**src/rtl/cache_ctrl.sv**
```systemverilog
// rtl/cache_ctrl.sv - direct-mapped write-through no-write-allocate cache controller
module cache_ctrl #(
    parameter int ADDR_W  = 16,
    parameter int DATA_W  = 32,
    parameter int INDEX_W = 4,
    parameter int CNT_W   = 16
) (
    input  logic                  c_clk,
    input  logic                  sys_rst,
    input  logic [ADDR_W-1:0]     c_addr,
    input  logic                  c_wr,
    input  logic                  c_rd,
    input  logic [DATA_W-1:0]     c_wdata,
    input  logic [DATA_W/8-1:0]   c_bval,
    output logic [DATA_W-1:0]     c_rdata,
    output logic                  c_ack,
    output logic [ADDR_W-1:0]     m_addr,
    output logic                  m_wr,
    output logic                  m_rd,
    output logic [DATA_W-1:0]     m_wdata,
    output logic [DATA_W/8-1:0]   m_bval,
    input  logic [DATA_W-1:0]     m_rdata,
    input  logic                  m_ack,
    output logic [CNT_W-1:0]      hit_cnt,
    output logic [CNT_W-1:0]      miss_cnt
);
    localparam int LINES = 1 << INDEX_W;
    localparam int TAG_W = ADDR_W - INDEX_W - 2;
    localparam int BE_W  = DATA_W / 8;

    localparam logic [2:0] S_IDLE   = 3'd0;
    localparam logic [2:0] S_LOOKUP = 3'd1;
    localparam logic [2:0] S_MEM_RD = 3'd2;
    localparam logic [2:0] S_MEM_WR = 3'd3;
    localparam logic [2:0] S_RESP   = 3'd4;

    logic [2:0]        state_q, state_d;
    logic [ADDR_W-1:0] addr_q, addr_d;
    logic [DATA_W-1:0] wdata_q, wdata_d;
    logic [BE_W-1:0]   bval_q, bval_d;
    logic              is_wr_q, is_wr_d;
    logic [DATA_W-1:0] c_rdata_q, c_rdata_d;
    logic              c_ack_q, c_ack_d;
    logic              m_rd_q, m_rd_d;
    logic              m_wr_q, m_wr_d;
    logic [CNT_W-1:0]  hit_cnt_q, hit_cnt_d;
    logic [CNT_W-1:0]  miss_cnt_q, miss_cnt_d;
    logic [LINES-1:0]  valid_q, valid_d;
    logic [TAG_W-1:0]  tag_q [LINES];
    logic [TAG_W-1:0]  tag_d [LINES];
    logic [DATA_W-1:0] data_q [LINES];
    logic [DATA_W-1:0] data_d [LINES];

    logic [INDEX_W-1:0] idx;
    logic [TAG_W-1:0]   req_tag;
    logic               hit;
    logic [CNT_W-1:0]   cnt_one;

    assign idx     = addr_q[INDEX_W+1:2];
    assign req_tag = addr_q[ADDR_W-1:INDEX_W+2];
    assign hit     = valid_q[idx] && (tag_q[idx] == req_tag);
    assign cnt_one = {{(CNT_W-1){1'b0}}, 1'b1};

    always_comb begin
        state_d    = state_q;
        addr_d     = addr_q;
        wdata_d    = wdata_q;
        bval_d     = bval_q;
        is_wr_d    = is_wr_q;
        c_rdata_d  = c_rdata_q;
        hit_cnt_d  = hit_cnt_q;
        miss_cnt_d = miss_cnt_q;
        valid_d    = valid_q;
        tag_d      = tag_q;
        data_d     = data_q;
        c_ack_d    = 1'b0;
        m_rd_d     = 1'b0;
        m_wr_d     = 1'b0;
        case (state_q)
            S_IDLE: begin
                if (c_wr || c_rd) begin
                    addr_d  = c_addr & ~ADDR_W'(3);
                    wdata_d = c_wdata;
                    bval_d  = c_bval;
                    is_wr_d = c_wr;
                    state_d = S_LOOKUP;
                end
            end
            S_LOOKUP: begin
                if (is_wr_q) begin
                    // Write-through: a hit updates the line in place, a miss leaves the cache alone.
                    if (hit) begin
                        for (int b = 0; b < BE_W; b++) begin
                            if (bval_q[b]) data_d[idx][8*b +: 8] = wdata_q[8*b +: 8];
                        end
                    end
                    m_wr_d  = 1'b1;
                    state_d = S_MEM_WR;
                end else if (hit) begin
                    c_rdata_d = data_q[idx];
                    hit_cnt_d = (&hit_cnt_q) ? hit_cnt_q : hit_cnt_q + cnt_one;
                    c_ack_d   = 1'b1;
                    state_d   = S_RESP;
                end else begin
                    miss_cnt_d = (&miss_cnt_q) ? miss_cnt_q : miss_cnt_q + cnt_one;
                    m_rd_d     = 1'b1;
                    state_d    = S_MEM_RD;
                end
            end
            S_MEM_RD: begin
                if (m_ack) begin
                    data_d[idx]  = m_rdata;
                    tag_d[idx]   = req_tag;
                    valid_d[idx] = 1'b1;
                    c_rdata_d    = m_rdata;
                    c_ack_d      = 1'b1;
                    state_d      = S_RESP;
                end else begin
                    m_rd_d = 1'b1;
                end
            end
            S_MEM_WR: begin
                if (m_ack) begin
                    c_ack_d = 1'b1;
                    state_d = S_RESP;
                end else begin
                    m_wr_d = 1'b1;
                end
            end
            S_RESP:  state_d = S_IDLE;
            default: state_d = S_IDLE;
        endcase
    end

    always_ff @(posedge c_clk) begin
        if (!sys_rst) begin
            state_q    <= S_IDLE;
            addr_q     <= '0;
            wdata_q    <= '0;
            bval_q     <= '0;
            is_wr_q    <= 1'b0;
            c_rdata_q  <= '0;
            c_ack_q    <= 1'b0;
            m_rd_q     <= 1'b0;
            m_wr_q     <= 1'b0;
            hit_cnt_q  <= '0;
            miss_cnt_q <= '0;
            valid_q    <= '0;
        end else begin
            state_q    <= state_d;
            addr_q     <= addr_d;
            wdata_q    <= wdata_d;
            bval_q     <= bval_d;
            is_wr_q    <= is_wr_d;
            c_rdata_q  <= c_rdata_d;
            c_ack_q    <= c_ack_d;
            m_rd_q     <= m_rd_d;
            m_wr_q     <= m_wr_d;
            hit_cnt_q  <= hit_cnt_d;
            miss_cnt_q <= miss_cnt_d;
            valid_q    <= valid_d;
        end
    end

    // Tag and data survive reset; only valid bits are cleared.
    always_ff @(posedge c_clk) begin
        if (sys_rst) begin
            tag_q  <= tag_d;
            data_q <= data_d;
        end
    end

    assign c_rdata  = c_rdata_q;
    assign c_ack    = c_ack_q;
    assign m_addr   = addr_q;
    assign m_wr     = m_wr_q;
    assign m_rd     = m_rd_q;
    assign m_wdata  = wdata_q;
    assign m_bval   = bval_q;
    assign hit_cnt  = hit_cnt_q;
    assign miss_cnt = miss_cnt_q;
endmodule
```
**config.mk**
```make
export PLATFORM = sky130hd
export DESIGN_NAME = cache_ctrl
export DESIGN_NICKNAME = d
export VERILOG_FILES = /design/src/rtl/cache_ctrl.sv
export SDC_FILE = /design/constraint.sdc
export NUM_CORES = 1
export LEC_CHECK = 0
export BUFFER_PORTS_ARGS = -buffer_cell sky130_fd_sc_hd__buf_2
export CAP_MARGIN = 20
export CORE_MARGIN = 1.5
export CORE_UTILIZATION = 40
export DETAILED_ROUTE_END_ITERATION = 7
export GPL_ROUTABILITY_DRIVEN = 0
export PLACE_DENSITY = 0.57
export SLEW_MARGIN = 20
export SYNTH_ARGS = -nofsm -noshare
export SYNTH_HDL_FRONTEND = slang
export SYNTH_SLANG_ARGS = --single-unit
```
**constraint.sdc**
```tcl
create_clock -name c_clk -period 3.7 [get_ports c_clk]
set_input_delay 0.37 -clock c_clk [delete_from_list [all_inputs] [get_ports c_clk]]
set_output_delay 0.37 -clock c_clk [all_outputs]
set_load 0.02 [all_outputs]
```
After elaboration in Yosys (flattened, before gate mapping)
Index checks and enable logic that the tools add are counted.
{"block": "op_classes", "magnitude_cmp": 4, "n_eq_ne": 10, "n_addsub": 2, "reduce_logical": 17, "bitwise": 6, "mux": 64}
{"operator": "two-way mux 512 bit", "n": 16}
{"operator": "bitwise mux 512 bit", "n": 5}
{"operator": "case mux 512 bit (2 select lines)", "n": 1}
{"operator": "demux 32 bit (select 4 bit)", "n": 5}
{"operator": "two-way mux 32 bit", "n": 7}
{"operator": "bitwise mux 160 bit", "n": 1}
{"operator": "binary-select mux 32 bit (select 4 bit)", "n": 1}
{"operator": "case mux 32 bit (2 select lines)", "n": 1}
{"operator": "binary-select mux 10 bit (select 4 bit)", "n": 1}
{"operator": "demux 10 bit (select 4 bit)", "n": 1}
{"operator": "adder 16 x 1 -> 16 bit, second input constant", "n": 2}
{"operator": "AND reduction 16 bit", "n": 2}
{"operator": "two-way mux 10 bit", "n": 3}
{"operator": "two-way mux 24 bit", "n": 1}
{"operator": "two-way mux 16 bit", "n": 1}
{"operator": "OR 16 bit", "n": 1}
{"operator": "two-way mux 3 bit", "n": 4}
{"operator": "AND reduction 4 bit", "n": 3}
{"operator": "equality test 10 bit", "n": 1}
{"operator": "!= test 2 bit, second input constant", "n": 5}
{"operator": "two-way mux 1 bit", "n": 9}
{"operator": "case mux 3 bit (3 select lines)", "n": 1}
{"operator": "two-way mux 8 bit", "n": 1}
{"operator": "equality test 3 x 2 -> 1 bit, second input constant", "n": 2}
{"operator": "19 further kinds", "n": 28}
{"block": "totals", "inputBits": 89, "output_inout_bits": 119, "register_bits": 809}

Depth between registers and ports, before layout
Gate-level depths: netlist of the first run.
{"block": "logic_depth", "word_depth": 25, "ltp_mapped": 14}

Worst setup path before layout of the first run
Ideal clock, no wire load.
{"block": "synth_timing", "path_kind": "reg-to-reg", "start": "reg addr_q[5] (netlist: m_addr[5])", "end": "reg data_q[488] (netlist name), enable pin", "t_arrival_ps": 3483, "required_ps": 3317, "path_stages_with_launch": 11, "period_less_slack_ps": 3867, "slack_ps": -167, "cell_sequence": "dfxtp_1 > clkbuf_1 > buf_1 > mux4_2 > a221oi_2 > xor2_1 > o211ai_1 > a221oi_4 > a31oi_2 > clkbuf_1 > nor3_1"}
{"block": "synth_between", "elab_chain_cells": 8, "word_cells_on_any_way": 10, "cone_classes": "2 x eq/ne; 5 x mux; 1 x bitwise; 2 x reduce/logical"}
{"item": "start: declaration", "line": "38", "source": "logic [ADDR_W-1:0] addr_q, addr_d;"}
{"item": "start signal: assignment", "line": "151", "source": "addr_q <= addr_d;"}
{"item": "NOT 4 -> 5 bit (not written as such)", "line": "61", "source": "assign hit = valid_q[idx] && (tag_q[idx] == req_tag);"}
{"item": "binary-select mux 10 bit (select 4 bit)", "line": "61"}
{"item": "two-way mux 10 bit (not written as such) (2 in series)", "line": "61"}
{"item": "equality test 10 bit", "line": "61"}
{"item": "logical AND 1 bit (*)", "line": "61"}
{"item": "!= test 2 bit (no line) (*)"}
{"item": "AND reduction 5 bit (no line) (*)"}
{"item": "end signal: assignment", "line": "169", "source": "data_q <= data_d;"}
{"item": "end: declaration", "line": "51", "source": "logic [DATA_W-1:0] data_q [LINES];"}
Every way passes the cells marked *; elsewhere a longest branch is shown, timed or not. The select of a mux whose other input is x is not followed.
A chain may end at the register's enable or synchronous reset.

Worst setup path after layout of the first run
{"block": "layout_timing", "start": "reg addr_q[3] (netlist: m_addr[3])", "end": "reg data_q[68] (netlist name), enable pin"}
Same word-level chain as after synthesis.

==> results.toml, run 1 <==
[cts]
clock_sinks = 809
cts_max_level = 3
cts_buffers = 83
clockRootBuffer = "clkbuf_16"
clkTransAtPathRegs_ns = 0.06
insertion_delay_ns = 0.63
clock_path_buffers = 3
tritoncts = "yes"

[detailed_routing]
wl_per_cell_microns = 24.6
first_pass_iters = 5
drtAntennaViolNets = 0
drt_iter0_markers = 1872
detailroute.via_count = 21700
remaining_drc_errors = 0
viasPerCell = 5.50
drt-total-wl_microns = 97100

[min_path]
whs_path_depth = 3
hp-class = "primary input to flop"
hold_end = "m_wdata[12]"
min_from = "c_wdata[12]"

[sta]
finalSetupViolCount = 0
rsz0062_at_grt = "no"
holdWs_ns = 0.0553
relSlewSlack_pct = 28.0
skew_ns = 0.0210
min_period_over_period_pct = 95.4
max_clock_freq_mhz = 283
finalMaxSlewViolations = 0
fin_crit_ns = 3.53
finalHoldViolations = 0
setup_tns_ns = 0
worst-slew-pin-transition_ns = 1.08

[critical_path]
worstSetupPathType = "flop to flop"
rr_worst_depth = 10
crit_required_ns = 4.02
cp.arrival_ns = 3.85
reg2reg_setup_slack_ns = 0.17
r2r-end = "data_q[68]"
end_kind = "flop"
cp-start-kind = "flop"
timing.rr.start = "m_addr[3]"
critPathMaxFanout = 16

[grt]
antenna_found_initial = 1
grt_usage_pct = 22.1
grt_max_degree = 117
grt_pass1_vias = 21500
grt-ovfl-total = 0
grt_pass1_wl_microns = 140000

[floorplan]
die_w_microns = 295
fp-row-count = 107
io_pins = 208
die_area_sq_um = 87200
die_h_microns = 295
start_util_pct = 40.3
core_area_sq_um = 84900

[outcome]
status = "complete, no violations"

[finish]
num_antenna_cells = 0
drive_above_1_share_pct = 25.7
final_nets = 2826
final-instance-count-excl-fill = 3946
layout.cells.most_common_list = "672 x edfxtp_1, 595 x nor2_1, 203 x buf_2"
final_common_cell = "edfxtp_1"
fin_util_pct = 47.7
area_growth_syn_to_layout_pct = 18.4

[power]
power_leakage_nw = 11.9
peakVddDrop_uv = 338
finalPower_mw = 20.2
p_per_area_nw_per_um2 = 500

[logic_synthesis]
synth-seq-cells = 809
synth-xor-area-share_pct = 0.666
synthMuxAreaShare_pct = 15.0
synth_compound_area_share_pct = 3.76
synth_edf_count = 672
avgSynthCellArea_sq_um = 14.1
syn_area_sq_um = 34200
yosys.area.top_type = "edfxtp_1"
ys_types = 50
synth-seq-area-share_pct = 67.1
netlist.area_leader.share_pct = 59.0
netlist_top_cells_area = "edfxtp_1 59%, mux4_2 12%, dfxtp_1 8.0%"
ys.flop_type = "edfxtp_1"
syn_inst = 2417
yosys_warnings = 0
synthArstFlopShare_pct = 0
synth-simple-area-share_pct = 10.9
synth_top_family_by_area = "multiplexers"
synthAdderAreaFrac_pct = 0.0732

[placement]
post-place-cells = 3742
hpwl_microns = 61400
numPortBuffers = 203

[job]
maxCapViolCount = 0
how the worst max path moves through the flow:
stage               from          end  slack, ns  cells past startpoint
2_1_floorplan  m_addr[5]  data_q[488]      -0.17                     10
3_3_place_gp   m_addr[3]  hit_cnt[15]      0.009                     11
3_5_place_dp   m_addr[5]   hit_cnt[5]       0.03                     10
4_1_cts        m_addr[5]   hit_cnt[5]      0.006                     11
5_1_grt        m_addr[3]  data_q[147]       0.01                     11
6_report       m_addr[3]   data_q[68]       0.17                     10
report_power, final:
part | switching (mW) | internal [mW] | leakage, nW | total, mW
clock network | 3.51 | 4.68 | 1.26 | 8.19
registers | 0.153 | 9.89 | 6.21 | 10.0
logic | 1.28 | 0.717 | 4.48 | 2.00
total | 4.95 | 15.3 | 11.9 | 20.2
cells by family after synthesis:
group	Yosys count
AOI/OAI and AO/OA	187
xor gates and xnor gates	26
adders and majority gates	2
buffers and inverters	207
DFF	809
muxes	277
other	1
and+or+nand+nor	908
critical path: stages (launching register included):
cell      delay [ns]
dfxtp_4         0.44
buf_12          0.16
mux4_2          0.50
mux2i_1         0.20
xor2_1          0.20
nand4_1         0.22
a221oi_4        0.48
a31oi_4         0.24
buf_4           0.27
nor3_1          0.25
buf_4           0.25
flip-flops by register name (all words and copies together), names as in the netlist:
signal,count
c_rdata,32
m_bval,4
m_rd,1
m_wdata,32
valid_q,16
state_q,3
hit_cnt,16
miss_cnt,16
m_wr,1
data_q,512
is_wr_q,1
c_ack,1
tag_q,160
m_addr,14
timing repair:
| action | 4_1_cts | 5_1_grt |
|---|---|---|
| hold buffers | 44 | 0 |
| gates resized for setup | 1 | 1 |
| endpoints found under the setup margin | 3 | 239 |
| pin swaps | 0 | 3 |
| endpoints found under the hold margin | 44 | 0 |
| gates cloned | 0 | 1 |
| buffers inserted | 0 | 5 |
area by class of cell:
| class | count | area (sq um) |
|---|---|---|
| inverters | 4 | 17.5 |
| flip-flops and latches | 809 | 22900 |
| repair buffers | 434 | 3000 |
| clock inverters | 38 | 353 |
| well taps | 1144 | 1430 |
| fillers | 7463 | 44400 |
| multi-input cells | 1403 | 10500 |
| clock buffers | 114 | 2250 |
per-stage QoR:
step / cell area [sq um] / worst slack, ns
after floorplan: 34200 / -0.167
after global placement: 37300 / 0.00877
after detailed placement: 37300 / 0.0284
after CTS: 40400 / 0.00628
after global routing: 40500 / 0.0101
final: 40500 / 0.171
per-layer routing:
| metal | part of all wire (%) | global-route usage, % | vias to the layer above |
|---|---|---|---|
| met2 | 49 | 36.8 | 868 |
| met1 | 40 | 28.5 | 11100 |
| met3 | 8.5 | 5.31 | 136 |
| met4 | 2.5 | 6.70 | 4 |
| met5 | 0.24 | 1.83 | - |
| li1 | - | - | 9605 |
cell usage after synthesis, types with 16 or more instances:
master and n:
edfxtp_1 672, nor2_1 599, mux4_2 187, clkbuf_1 151, nand2_1 138, dfxtp_1 137
mux2i_1 76, nor3_1 73, a21oi_1 65, a22oi_1 35, a211oi_1 32, buf_2 32
nand3_1 30, xnor2_1 20, a21o_1 17, nor2b_1 16
Note: power is estimated with default switching activity, not from simulation.
==> inputs of run 2 (changes only) <==
--- a/config.mk
+++ b/config.mk
@@ -5,13 +5,13 @@
 export SDC_FILE = /design/constraint.sdc
 export NUM_CORES = 1
 export LEC_CHECK = 0
-export BUFFER_PORTS_ARGS = -buffer_cell sky130_fd_sc_hd__buf_2
 export CAP_MARGIN = 20
 export CORE_MARGIN = 1.5
 export CORE_UTILIZATION = 40
 export DETAILED_ROUTE_END_ITERATION = 7
+export DONT_BUFFER_PORTS = 1
 export GPL_ROUTABILITY_DRIVEN = 0
-export PLACE_DENSITY = 0.57
+export PLACE_DENSITY = 0.55
 export SLEW_MARGIN = 20
 export SYNTH_ARGS = -nofsm -noshare
 export SYNTH_HDL_FRONTEND = slang
==> run 2 against run 1 <==
Clock-buffer cell count increased by 7; flip-flop and latch count unchanged; worst hold slack got worse by 0.049 ns; critical endpoint is now data_q[117].
==> results.toml, run 2 (synthesized netlist as in run 1, its figures left out) <==
[sta]
worst_slack_ns = 0.126
relSlewSlack_pct = 22.9
min_period_over_period_pct = 96.6
finalSetupViolCount = 0
worst-slew-pin-transition_ns = 1.15
fin_crit_ns = 3.57
setup_tns_ns = 0
skew_ns = 0.0241
max_clock_freq_mhz = 280
finalMaxSlewViolations = 0
holdWs_ns = 0.00627
finalHoldViolations = 0

[floorplan]
die_area_sq_um = 87200
core_area_sq_um = 84900
start_util_pct = 40.3
fp-row-count = 107
die_h_microns = 295
die_w_microns = 295
io_pins = 208

[finish]
layout.cells.most_common_list = "672 x edfxtp_1, 598 x nor2_1, 195 x buf_4"
final_nets = 2684
final-instance-count-excl-fill = 3810
regArea_sq_um = 22900
area_growth_syn_to_layout_pct = 18.0
reg.largest.list = "data_q: 512 flops, tag_q: 160 flops"
fillers = 7413
drive_above_1_share_pct = 21.3
largest_reg_flops = 512
final_common_cell = "edfxtp_1"
largest-register = "data_q"
multi_input_area_sq_um = 10500

[critical_path]
end_kind = "flop"
reg2reg_setup_slack_ns = 0.13
cp-start-kind = "flop"
rr_worst_depth = 10
worstSetupStartpoint = "m_addr[5]"
cp-endpoint = "data_q[117]"
crit_required_ns = 4.04
timing.rr.start = "m_addr[5]"
cp.arrival_ns = 3.91
r2r-end = "data_q[117]"
critPathMaxFanout = 64
worstSetupPathType = "flop to flop"

[power]
p_per_area_nw_per_um2 = 521
power_leakage_nw = 11.4
peakVddDrop_uv = 323
finalPower_mw = 21.0

[detailed_routing]
wl_per_cell_microns = 25.7
detailroute.via_count = 21300
drtAntennaViolNets = 0
drt-total-wl_microns = 97800
remaining_drc_errors = 0
drt_iter0_markers = 2040
viasPerCell = 5.59
first_pass_iters = 6

[grt]
antenna_found_initial = 7
grt_max_degree = 102
grt_pass1_wl_microns = 140000
grt-ovfl-total = 0
grt_pass1_vias = 21000
grt_usage_pct = 22.3

[job]
maxCapViolCount = 0

[outcome]
status = "complete, no violations"

[cts]
insertion_delay_ns = 0.65
clockRootBuffer = "clkbuf_16"
clock_path_buffers = 3
cts_max_level = 3
tritoncts = "yes"
clock_sinks = 809
clkTransAtPathRegs_ns = 0.06
cts_buffers = 90

[placement]
numPortBuffers = 0
dp_worst_setup_slack_ns = 0.0738
post-place-cells = 3559
hpwl_microns = 62300

[min_path]
hp-class = "primary input to flop"
==> run 2: how the worst min path moves through the flow <==
stage	from	to	slack, ns	depth (start not counted)
2_1_floorplan	valid_q[10]	valid_q[10]	0.42	1
3_3_place_gp	valid_q[7]	valid_q[7]	0.43	1
3_5_place_dp	valid_q[2]	valid_q[2]	0.44	1
4_1_cts	sys_rst	m_wdata[25]	0.0002	2
5_1_grt	c_wdata[13]	m_wdata[13]	0.02	2
6_report	m_rdata[15]	c_rdata[15]	0.006	2
==> run 2: timing repair <==
item                                    CTS  global route
endpoints found under the setup margin    0           426
setup buffers                             0             5
gates resized for setup                   0            11
endpoints found under the hold margin   105             0
hold buffers                             80             0
==> run 2: per-layer routing <==
layer | routed length [microns] | GRT usage, %
met5 | 35 | 0
met3 | 9670 | 5.96
met2 | 46800 | 36.2
met4 | 2470 | 6.97
met1 | 38800 | 29.3
==> run 2: final cells by class <==
cell class                 count  share of cell area [%]
clock buffer                 121                    6.12
tap                         1144                    3.55
inverter                       4                  0.0434
multi-input combinational   1403                    26.1
clock inverter                42                    1.27
sequential                   809                    56.9
antenna                        2                  0.0124
timing repair buffer         285                    6.08
==> run 2: power by group <==
group	internal, mW	switching, mW
Clock	5.34	3.71
Sequential	9.89	0.248
Combinational	0.667	1.17
==> run 2: worst max-delay path, cell delays in order (launching register included) <==
cell and delay [ns]:
dfxtp_4 0.64, buf_4 0.24, mux4_2 0.31, mux2i_1 0.21, xor2_1 0.22, nand4_1 0.19
a221oi_4 0.46, a31oi_4 0.17, buf_12 0.23, nor3_1 0.29, buf_4 0.24
==> run 2: through the flow <==
step	utilization, %	area [sq um]
floorplan	-	34200
global placement	42.9	36400
detailed placement	42.9	36400
CTS	47.4	40200
global route	47.5	40300
finish	47.5	40300
==> inputs of run 3 (changes only) <==
==> constraint.sdc (replaced) <==
create_clock -name c_clk -period 2.98 [get_ports c_clk]
set_input_delay 0.298 -clock c_clk [delete_from_list [all_inputs] [get_ports c_clk]]
set_output_delay 0.298 -clock c_clk [all_outputs]
set_load 0.02 [all_outputs]
==> run 3 against run 2 <==
The flow now finishes with violations (negative setup slack); register-to-register slack got worse by 0.60 ns; maximum frequency up 3.5%; sequential share of layout area is 4.1 points lower; routed wire length grew 7.4%; flip-flop and latch count unchanged; sequential power increased by 25%; clock-buffer cell count fell by 10; largest power group unchanged.
==> results.toml, run 3 (synthesized netlist as in run 1, its figures left out) <==
[placement]
placed_area_sq_um = 38400
numPortBuffers = 0
hpwl_microns = 68200

[floorplan]
core_area_sq_um = 84900
die_w_microns = 295
start_util_pct = 40.3
die_area_sq_um = 87200
die_h_microns = 295
fp-row-count = 107
io_pins = 208

[finish]
final_nets = 2809
reg.largest.list = "data_q: 512 flops, tag_q: 160 flops"
largest-register = "data_q"
num_antenna_cells = 0
fin_area_sq_um = 43500
fillers = 7065
drive_above_1_share_pct = 28.6
final_common_cell = "edfxtp_1"
layout.cells.most_common_list = "672 x edfxtp_1, 592 x nor2_1, 199 x buf_4"
fin_util_pct = 51.3
largest_reg_flops = 512
area_growth_syn_to_layout_pct = 27.3

[outcome]
status = "finished, violations left"
violations = "negative setup slack"

[detailed_routing]
wl_met2_microns = 49300
drt_iter0_markers = 2126
viasPerCell = 5.61
drtAntennaViolNets = 0
detailroute.via_count = 22100
first_pass_iters = 5
remaining_drc_errors = 0
wl_met3_microns = 11100
wl_per_cell_microns = 26.7
wirelength_met1_microns = 42000
highest_layer = "met5"
drt-total-wl_microns = 105000

[sta]
rsz0062_at_grt = "yes"
relSlewSlack_pct = 24.1
max_clock_freq_mhz = 289
worst_slack_ns = -0.474
finalHoldViolations = 0
worst-slew-pin-transition_ns = 1.14
setup_tns_ns = -231.51
finalSetupViolCount = 576
fin_crit_ns = 3.45
skew_ns = 0.0261
finalMaxSlewViolations = 0
holdWs_ns = 0.0408
min_period_over_period_pct = 116

[min_path]
whs_path_depth = 3
min_from = "c_rd"
hold_end = "m_wdata[2]"
hp-class = "primary input to flop"

[critical_path]
cp-start-kind = "flop"
end_kind = "flop"
crit_required_ns = 3.34
reg2reg_setup_slack_ns = -0.47
worstSetupStartpoint = "m_addr[2]"
rr_worst_depth = 13
worstSetupPathType = "flop to flop"
timing.rr.start = "m_addr[2]"
cp.arrival_ns = 3.82
r2r-end = "data_q[115]"
critPathMaxFanout = 13

[grt]
grt_pass1_vias = 22100
grt_usage_pct = 24.2
grt_pass1_wl_microns = 151000
antenna_found_initial = 5
grt_max_degree = 116
grt-ovfl-total = 0

[job]
maxCapViolCount = 0

[cts]
insertion_delay_ns = 0.65
cts_max_level = 3
tritoncts = "yes"
clkTransAtPathRegs_ns = 0.06
cts_buffers = 91
clock_sinks = 809
clock_path_buffers = 3
clockRootBuffer = "clkbuf_16"

[power]
p_per_area_nw_per_um2 = 619
seqPwrFrac_pct = 46.7
peakVddDrop_uv = 546
finalPower_mw = 26.9
p_clk_share_pct = 43.0
pwr-share-comb_pct = 10.4
switching_share_pct = 24.9
switchingPower_mw = 6.70
power_leakage_nw = 13.2
power.internal_mw = 20.2
run 3: final cells by class:
class | instances | area (sq um) | area share (%)
well taps | 1144 | 1430 | 3.29
clock inverters | 60 | 684 | 1.57
repair buffers | 407 | 4570 | 10.5
flip-flops and latches | 809 | 22900 | 52.7
multi-input cells | 1405 | 11400 | 26.2
clock buffers | 111 | 2450 | 5.64
inverters | 4 | 17.5 | 0.0403
run 3: through the flow:
stage                     cells  setup slack, ns
final                      3940           -0.474
after global routing       3940           -0.558
after CTS                  3931           -0.475
after detailed placement   3639           -0.712
after global placement     3638           -0.667
after floorplan            2418           -0.501
run 3: routing by layer:
metal	track usage (%)	vias to the layer above
li1	-	9619
met1	31.9	11300
met2	38.6	1001
met3	7.56	151
met4	6.53	6
met5	0	-
run 3: worst max path at each step:
| stage | cells past startpoint | slack [ns] | end |
|---|---|---|---|
| 3_5_place_dp | 13 | -0.71 | data_q[177] |
| 3_3_place_gp | 13 | -0.67 | data_q[180] |
| 4_1_cts | 14 | -0.47 | data_q[233] |
| 5_1_grt | 14 | -0.56 | hit_cnt[15] |
| 6_report | 13 | -0.47 | data_q[115] |
| 2_1_floorplan | 11 | -0.50 | data_q[264] |
run 3: power groups by stage:
stage	clock [mW]	combinational [mW]	sequential, mW
2_1_floorplan	0	1.51	12.7
3_3_place_gp	0	2.42	12.8
3_5_place_dp	0	2.47	12.8
4_1_cts	11.8	2.73	12.6
5_1_grt	12.2	2.96	12.6
6_report	11.6	2.79	12.6
run 3: repair_timing:
action	4_1_cts	5_1_grt
setup buffers	24	8
setup endpoints to repair	580	580
hold buffers	86	0
resized for setup	71	38
gates cloned	11	1
hold endpoints to repair	111	0
pin swaps	36	11
run 3: worst max-delay path: stages (launching register included):
cell	delay, ns
dfxtp_4	0.47
buf_4	0.27
nor2b_2	0.28
a22oi_1	0.11
nand2_1	0.13
xor2_1	0.30
nand4_1	0.21
a221oi_4	0.34
buf_6	0.17
a31oi_4	0.12
buf_12	0.21
buf_4	0.19
nor3_4	0.20
buf_12	0.16
